### src/rtl/pc_ctrl_pkg.sv
// rtl/pc_ctrl_pkg.sv - shared types and constants for the PC source sequencer
//
// Contents:
//   PTR_W      width of the pc_in_sel select code
//   state_t    sequencer states (BOOT, RUN, INT_PUSH, RET_WAIT)
//   SEL_*      pc_in_sel codes for the next-PC mux
//   ctrl_t     bundle of the mux/pipeline control outputs
package pc_ctrl_pkg;

    localparam int PTR_W = 2;

    typedef enum logic [1:0] {
        ST_BOOT     = 2'b00,
        ST_RUN      = 2'b01,
        ST_INT_PUSH = 2'b10,
        ST_RET_WAIT = 2'b11
    } state_t;

    localparam logic [PTR_W-1:0] SEL_INT    = 2'b00;
    localparam logic [PTR_W-1:0] SEL_STACK  = 2'b01;
    localparam logic [PTR_W-1:0] SEL_BRANCH = 2'b10;
    localparam logic [PTR_W-1:0] SEL_RESET  = 2'b11;

    typedef struct packed {
        logic             pc_src;
        logic [PTR_W-1:0] pc_in_sel;
        logic             pc_write;
        logic             flush;
        logic             push_pc;
        logic             int_ack;
    } ctrl_t;

    // Every redirect of the next-PC mux kills the front end.
    function automatic ctrl_t redirect(input logic [PTR_W-1:0] sel);
        ctrl_t c;
        c.pc_src    = 1'b1;
        c.pc_in_sel = sel;
        c.pc_write  = 1'b1;
        c.flush     = 1'b1;
        c.push_pc   = 1'b0;
        c.int_ack   = 1'b0;
        return c;
    endfunction

endpackage

### src/rtl/pc_ctrl_irq_sync.sv
// rtl/pc_ctrl_irq_sync.sv - interrupt request synchronizer with optional edge detect
//
// Ports:
//   clk                 in   rising-edge clock
//   rst_n               in   asynchronous active-low reset
//   irq                 in   asynchronous external interrupt request
//   irq_pulse_or_level  out  synchronized level, or a one-cycle rising-edge
//                            pulse when PC_CTRL_IRQ_EDGE_EN is defined
module irq_sync (
    input  logic clk,
    input  logic rst_n,
    input  logic irq,
    output logic irq_pulse_or_level
);

    logic [1:0] sync_q;

    always_ff @(posedge clk or negedge rst_n) begin
        if (!rst_n) begin
            sync_q <= 2'b00;
        end else begin
            sync_q <= {sync_q[0], irq};
        end
    end

`ifdef PC_CTRL_IRQ_EDGE_EN
    // One pulse per rising edge, so a held-high request is taken only once.
    logic prev_q;

    always_ff @(posedge clk or negedge rst_n) begin
        if (!rst_n) begin
            prev_q <= 1'b0;
        end else begin
            prev_q <= sync_q[1];
        end
    end

    assign irq_pulse_or_level = sync_q[1] & ~prev_q;
`else
    assign irq_pulse_or_level = sync_q[1];
`endif

endmodule

### src/rtl/pc_ctrl.sv
// rtl/pc_ctrl.sv - program-counter source sequencer for the pipelined core
//
// Optional feature macro: PC_CTRL_IRQ_EDGE_EN (edge-triggered interrupt request).
//
// Ports:
//   clk           in   rising-edge clock
//   rst_n         in   asynchronous active-low reset
//   stall         in   hazard stall, freezes the PC in RUN
//   branch_taken  in   resolved taken branch/jump from EX
//   is_ret        in   RET in MEM, requests a stack pop
//   is_rti        in   RTI in MEM, RET plus interrupt re-enable
//   pop_valid     in   popped return address present on the stack bus
//   push_done     in   datapath has pushed the return PC
//   irq           in   asynchronous external interrupt request
//   pc_src        out  0: pc_plus_1, 1: select by pc_in_sel
//   pc_in_sel     out  00 interrupt, 01 stack, 10 branch, 11 reset vector
//   pc_write      out  PC register load enable
//   flush         out  kill IF/ID contents
//   push_pc       out  request push of the current PC for interrupt entry
//   int_ack       out  one-cycle interrupt acknowledge
//   ie            out  interrupt-enable flag
module pc_ctrl
    import pc_ctrl_pkg::*;
(
    input  logic             clk,
    input  logic             rst_n,
    input  logic             stall,
    input  logic             branch_taken,
    input  logic             is_ret,
    input  logic             is_rti,
    input  logic             pop_valid,
    input  logic             push_done,
    input  logic             irq,
    output logic             pc_src,
    output logic [PTR_W-1:0] pc_in_sel,
    output logic             pc_write,
    output logic             flush,
    output logic             push_pc,
    output logic             int_ack,
    output logic             ie
);

    state_t state_q;
    state_t state_d;
    logic   ie_q;
    logic   pending_q;
    logic   rti_q;
    logic   irq_req;
    logic   ie_set;
    logic   ie_clr;
    logic   latch_rti;
    ctrl_t  ctrl;

    irq_sync u_irq_sync (
        .clk                (clk),
        .rst_n              (rst_n),
        .irq                (irq),
        .irq_pulse_or_level (irq_req)
    );

    always_comb begin
        state_d        = state_q;
        ctrl.pc_src    = 1'b0;
        ctrl.pc_in_sel = SEL_INT;
        ctrl.pc_write  = 1'b0;
        ctrl.flush     = 1'b0;
        ctrl.push_pc   = 1'b0;
        ctrl.int_ack   = 1'b0;
        ie_set         = 1'b0;
        ie_clr         = 1'b0;
        latch_rti      = 1'b0;

        case (state_q)
            ST_BOOT: begin
                ctrl    = redirect(SEL_RESET);
                ie_set  = 1'b1;
                state_d = ST_RUN;
            end

            ST_RUN: begin
                if (is_ret || is_rti) begin
                    // Returns outrank a same-cycle branch; the branch is dropped.
                    ctrl.flush = 1'b1;
                    latch_rti  = 1'b1;
                    state_d    = ST_RET_WAIT;
                end else if (branch_taken && !stall) begin
                    ctrl = redirect(SEL_BRANCH);
                end else if (pending_q && ie_q && !stall) begin
                    ctrl.flush   = 1'b1;
                    ctrl.push_pc = 1'b1;
                    state_d      = ST_INT_PUSH;
                end else begin
                    ctrl.pc_write = ~stall;
                end
            end

            ST_INT_PUSH: begin
                // stall is deliberately ignored while the push is in flight.
                if (push_done) begin
                    ctrl         = redirect(SEL_INT);
                    ctrl.int_ack = 1'b1;
                    ie_clr       = 1'b1;
                    state_d      = ST_RUN;
                end else begin
                    ctrl.flush   = 1'b1;
                    ctrl.push_pc = 1'b1;
                end
            end

            ST_RET_WAIT: begin
                if (pop_valid) begin
                    ctrl    = redirect(SEL_STACK);
                    ie_set  = rti_q;
                    state_d = ST_RUN;
                end else begin
                    ctrl.flush = 1'b1;
                end
            end

            default: begin
                state_d = ST_BOOT;
            end
        endcase
    end

    always_ff @(posedge clk or negedge rst_n) begin
        if (!rst_n) begin
            state_q   <= ST_BOOT;
            ie_q      <= 1'b0;
            pending_q <= 1'b0;
            rti_q     <= 1'b0;
        end else begin
            state_q <= state_d;
            if (ie_clr) begin
                ie_q <= 1'b0;
            end else if (ie_set) begin
                ie_q <= 1'b1;
            end
            // A new request in the acknowledge cycle is kept, not lost.
            pending_q <= (pending_q & ~ctrl.int_ack) | irq_req;
            if (latch_rti) begin
                rti_q <= is_rti;
            end
        end
    end

    // BOOT decodes a PC load, but nothing may load while reset is held.
    assign pc_write  = ctrl.pc_write & rst_n;
    assign pc_src    = ctrl.pc_src;
    assign pc_in_sel = ctrl.pc_in_sel;
    assign flush     = ctrl.flush;
    assign push_pc   = ctrl.push_pc;
    assign int_ack   = ctrl.int_ack;
    assign ie        = ie_q;

endmodule

### config.mk
export PLATFORM = sky130hd
export DESIGN_NAME = pc_ctrl
export DESIGN_NICKNAME = d
export VERILOG_FILES = /design/src/rtl/pc_ctrl_pkg.sv /design/src/rtl/pc_ctrl_irq_sync.sv /design/src/rtl/pc_ctrl.sv
export SDC_FILE = /design/constraint.sdc
export NUM_CORES = 1
export LEC_CHECK = 0
export CAP_MARGIN = 15
export CORE_AREA = 3 3 40 42
export CTS_CLUSTER_DIAMETER = 80
export DETAILED_ROUTE_END_ITERATION = 16
export DIE_AREA = 0 0 43 45
export PLACE_DENSITY = 0.75
export SETUP_SLACK_MARGIN = 0.02
export SYNTH_ARGS = -nofsm -noshare
export SYNTH_HDL_FRONTEND = slang
export SYNTH_SLANG_ARGS = --single-unit
### constraint.sdc
create_clock -name clk -period 1.8 [get_ports clk]
set_clock_uncertainty 0.15 [all_clocks]
set_input_delay 0.36 -clock clk [delete_from_list [all_inputs] [get_ports clk]]
set_output_delay 0.36 -clock clk [all_outputs]
set_load 0.02 [all_outputs]
Word level (Yosys, flattened, before mapping)
Cells that the tools add are included.

word-level totals
  flip-flop bits (word level) = 7
  input port bits = 9

operators by class
  reduce and logical (&&, ||, !) cells = 8
  bitwise operators = 5
  equal/unequal tests = 7
  multiplexer cells = 25

operators by type and width
  kind                number
  $pmux 7 s4          1
  $mux 2              7
  $mux 4              3
  $mux 1              10
  $pmux 2 s4          1
  $mux 3              2
  $ne 3x3->1 const B  2
  $eq 2x2->1 const B  2
  $ne 2x2->1 const B  2
  $reduce_and 4->1    1
  $logic_and 1x1->1   3
  $and 1x1->1         2
  $eq 2x1->1 const B  1
  $logic_not 2->1     1
  $not 1->1           2
  $pmux 1 s2          1
  $reduce_bool 2->1   1
  $logic_not 1->1     1
  $logic_or 1x1->1    1
  $or 1x1->1          1

Longest topological paths before layout
Gate-level depths: netlist of run 1.

  depth after elaboration = 9
  depth in mapped cells = 5

Modules after synthesis
A second synthesis of run 1 with hierarchy kept.

unflattened totals
  cell total of the unflattened synthesis = 48
  area total of the unflattened synthesis = 460.4 sq um

modules (own cells, without submodules)
  module    area an instance (sq um)  instances  cells an instance
  pc_ctrl   410.4                     1          46
  irq_sync  50.0                      1          2

Worst setup path before layout of run 1
No wires, ideal clock.

  path type = register to output
  start point = reg state_q[1]
  end point = out pc_write
  setup slack = -0.182 ns
  data required time = 1.290 ns
  cell stages (with the launch flop) = 6
  data arrival time = 1.472 ns
  path buffers = 0
  cell sequence = dfrtp_1 inv_1 ha_1 nor4b_2 o21ai_1 a21boi_1

on the way
  longest elaborated chain between the ends = 3
  elaborated cells between the ends (all ways) = 6
  classes of those cells = 3 x eq/ne; 1 x mux; 1 x bitwise; 1 x reduce/logical

ends and longest elaborated chain
  item                                RTL line        source
  start: declaration                  pc_ctrl.sv:43   state_t state_q;
  start signal: assignment            pc_ctrl.sv:133  state_q <= state_d;
  $eq 2x2->1 (tied with other cells)  pc_ctrl.sv:73   case (state_q)
  $pmux 7 s4 (*)                      pc_ctrl.sv:73
  $and 1x1->1 (*)                     pc_ctrl.sv:148  assign pc_write = ctrl.pc_write & rst_n;
  end: declaration                    pc_ctrl.sv:36   output logic pc_write,

Every way passes the cells marked *; elsewhere a longest branch is shown, timed or not.

Final worst setup path of run 1
  start point = reg state_q[1]
  end point = out flush

on the way
  longest elaborated chain between the ends = 2
  elaborated cells between the ends (all ways) = 5
  classes of those cells = 3 x eq/ne; 1 x mux; 1 x reduce/logical

ends and longest elaborated chain
  item                                RTL line       source
  $eq 2x2->1 (tied with other cells)  pc_ctrl.sv:73
  $pmux 7 s4 (*)                      pc_ctrl.sv:73
  end: declaration                    pc_ctrl.sv:37  output logic flush,

Marked as above.

==> results.md, run 1 <==
* Mean routed wirelength per cell at roughly 13 µm
* Worst-path clk slew at ~0.05 ns
* Seq cells post-synth at 7
* Drc violations at 0
* Area share of the largest cell type after synthesis at about two fifths
* CTS tree: done
* Chip height at between 40 and 50 µm
* Compound-Gate Fraction of Synth Area at roughly 25%
* YS warnings at 0
* Final Setup Violations at 7
* Layout cell share with drive strength beyond 1 at between 50% and 60%
* Post-synth net total at 62
* RSZ-0062 raised after global routing: yes
* PD cells at roughly 1200 mW/mm²
* First-pass GRT wire length at 2130 µm
* Crit. Startpoint: state_q[1]$_DFFE_PN0P_
* Critical path's top delay family: buffers and inverters
* Synth cell count leaders: dfrtp_1 (7), ha_1 (5), nand2_1 (5), inv_1 (3), nor2_1 (3)
* GRT Resource Usage Total at 15.9%
* Area leader, netlist: dfrtp_1
* Gpl congestion at 0.772
* Tcrit/Tclk final at 117%
* Post-route cell area at between 800 and 900 µm²
* Die area at 0.00194 mm²
* Adder-Cell Fraction of Synth Area at a little over an eighth
* Pre-antenna DRT Iters at 2
* Synth Flop Type: dfrtp_1
* Sequential area share after synthesis at between 30% and 40%
* Cell count along the critical path at 6
* Initial antenna violation count at 0
* PortBufs at 16
* Slew Viols, Final at 0
* Placed cells at 93
* Number of clock sinks at 7
* Maxcap violations at 0
* Number of enable flip-flop cells after synthesis at 0
* Root buffer cell: clkbuf_4
* Avg Vias per Cell at about 5.0
* Hold Fails Final Rpt at 0
* Reg2Reg Depth at 6
* Setup CP Type: register to output pin
* Reg2Reg Setup Slack at about 0.14 ns
* CP Capture Point: flush
* Tightest Pin Transition at around 0.29 ns
* Syn Inst Count at 48
* Peak VDD IR at approximately 0.63 mV
* Worst Setup End Kind: output pin
* I/O Pins at 17
* FMAX at 474 MHz
* Max incr delay on CP at approximately 0.39 ns
* Fraction of registers with async set/reset at between 90% and 100%
* HPWL Detailed at around 1000 µm
* Global route overflow at 0
* Main combinational cell family by area after synthesis: compound AO/OA/AOI/OAI gates
* Die X at 43 µm
* Syn avg cell area at about 9.6 µm²
* Pleak at 0.418 nW
* Minimum clock period at 2.11 ns
* Crit start category: register
* CTS H-tree lvls at 1
* Starting Density at between 30 and 40%
* Crit-path slowest cell: dfrtp_1
* Top cells by area, synth: dfrtp_1 (38%), ha_1 (14%), nand2_1 (4.1%)
* Pin count of the biggest net entering global routing at 8
* Worst EP required at 1.29 ns
* Distinct cell type count of the synthesized netlist at 23
* Worst-path cell chain: inv_2, buf_4, ha_4, buf_4, a2111o_1, buf_6
* Area delta synth->final at 94.3%
* Post-DRT Antenna Nets at 0
* Final #Nets at slightly above 100
* Core region area at approximately 0.0013 mm²
* Detailed-route wire length at about 1300 µm
* Count of non-filler cells in the finished layout at around 100
* Rows at 13
* Via count at between 500 and 600
* Vias in the first global route at roughly 510
* Clk_lat worst skew at approximately 0.25 ns
* Placed Instance Area at between 700 and 800 µm²
* Failing checks: negative setup slack
* WP data arrival at approximately 1.6 ns
* Mapped cell area at 460 µm²
* Final worst slack at -0.312 ns
* Outcome: complete, but fails checks
* Buffers and inverters on the worst path at 4
* Simple-gate area share of the yosys netlist at between 20% and 30%
* Top-count cell post-synth: dfrtp_1
* Final core occ at 69.6%
* Max transition margin at roughly 80%
* Cts hold-fix bufs at 0
* Crit Path Max Fanout at 3
* Worst hold path type: register to register
* # diodes at 0
* Worst reg2reg endpoint: state_q[1]$_DFFE_PN0P_
* Reg2reg start: state_q[1]$_DFFE_PN0P_
* CTS Buf Count at 3
* DR iter-0 viols at 10
* Mux contribution to synthesized area at 0%
* Clock Path Buffers at 2
* Most frequent CP cell: buf_4
* Synth Area in XOR/XNOR at 0%
-- through the flow --
step | total power [mW] | hold slack (ns) | setup slack [ns] | TNS, ns
after floorplan | 0.580 | -0.0856 | 0.0203 | 0
after global placement | 0.845 | 0.182 | -0.759 | -4.29
after detailed placement | 0.855 | 0.193 | -0.817 | -4.57
after CTS | 1.04 | 0.204 | -0.288 | -1.47
after global routing | 1.19 | 0.212 | -0.390 | -2.29
final | 1.11 | 0.203 | -0.312 | -1.74
-- how the worst min path moves through the flow --
stage	startpoint	endpoint	slack [ns]	depth (start not counted)
finish	u_irq_sync.sync_q[0]$_DFF_PN0_	u_irq_sync.sync_q[1]$_DFF_PN0_	0.20	0
CTS	u_irq_sync.sync_q[0]$_DFF_PN0_	u_irq_sync.sync_q[1]$_DFF_PN0_	0.20	0
detailed placement	u_irq_sync.sync_q[0]$_DFF_PN0_	u_irq_sync.sync_q[1]$_DFF_PN0_	0.19	0
floorplan	rst_n	ie$_DFFE_PN0P_	-0.09	0
global route	u_irq_sync.sync_q[0]$_DFF_PN0_	u_irq_sync.sync_q[1]$_DFF_PN0_	0.21	0
global placement	u_irq_sync.sync_q[0]$_DFF_PN0_	u_irq_sync.sync_q[1]$_DFF_PN0_	0.18	0
-- repair_timing --
| item | CTS | global route |
|---|---|---|
| buffers inserted | 3 | 2 |
| gates resized for setup | 47 | 9 |
| setup endpoints to repair | 8 | 7 |
| endpoints found under the hold margin | 0 | 0 |
| cloned | 0 | 0 |
| pin swaps | 5 | 3 |
-- state kept, by name, summed over array words and instances, names as in the netlist --
name / flops
rti_q: 1
pending_q: 1
state_q: 2
u_irq_sync.sync_q: 2
ie: 1
-- placed cells by master (no fill, tap or decap), types with 3 or more instances in the layout --
cell,count
buf_4,19
dfrtp_1,7
buf_6,7
dlygate4sd2_1,5
nand2_1,4
clkdlybuf4s50_1,4
clkbuf_4,3
-- final cells by class --
type,instances,area [µm²]
fill,99,390
multi-input combinational,38,358
timing repair buffer,35,305
sequential,7,175
clock buffer,4,26.3
tap,15,18.8
inverter,3,11.3
-- report_power, final --
group,total [mW],switching (mW),internal (mW)
clock network,0.139,0.0548,0.0844
registers,0.231,0.0324,0.199
logic,0.737,0.336,0.400
-- kinds of logic (layout without fill, tap and decap cells) --
logic type | after synthesis | in the layout
adder cells (fa/ha/maj) | 5 | 5
AND/OR/NAND/NOR | 17 | 17
flip-flops | 7 | 7
AO/OA/AOI/OAI | 16 | 16
buffers and inverters | 3 | 42
-- routing by layer --
metal | part of all wire (%) | up-vias | GRT usage (%) | wire length (µm)
li1 | - | 254 | - | -
met5 | 0 | - | 0 | 0
met2 | 45 | 19 | 26.6 | 597
met4 | 4.3 | 0 | 10.8 | 57
met3 | 6.0 | 7 | 4.78 | 79
met1 | 44 | 230 | 17.2 | 581
-- worst reg2reg max path: cells and delay by family, from the launching register on --
kind                       cells  cell delay (ns)
DFF                            1             0.41
buffers and inverters          2             0.30
and+or+nand+nor                1             0.18
AOI/OAI and AO/OA              2             0.37
adders and majority gates      1             0.20
Power figures use the tool's default switching activity.
==> run 2: changes to the inputs <==
CTS_CLUSTER_SIZE = 28   (was default)
==> results of run 2 <==
No change in the layout: final DEF, timing and power equal those of run 1.
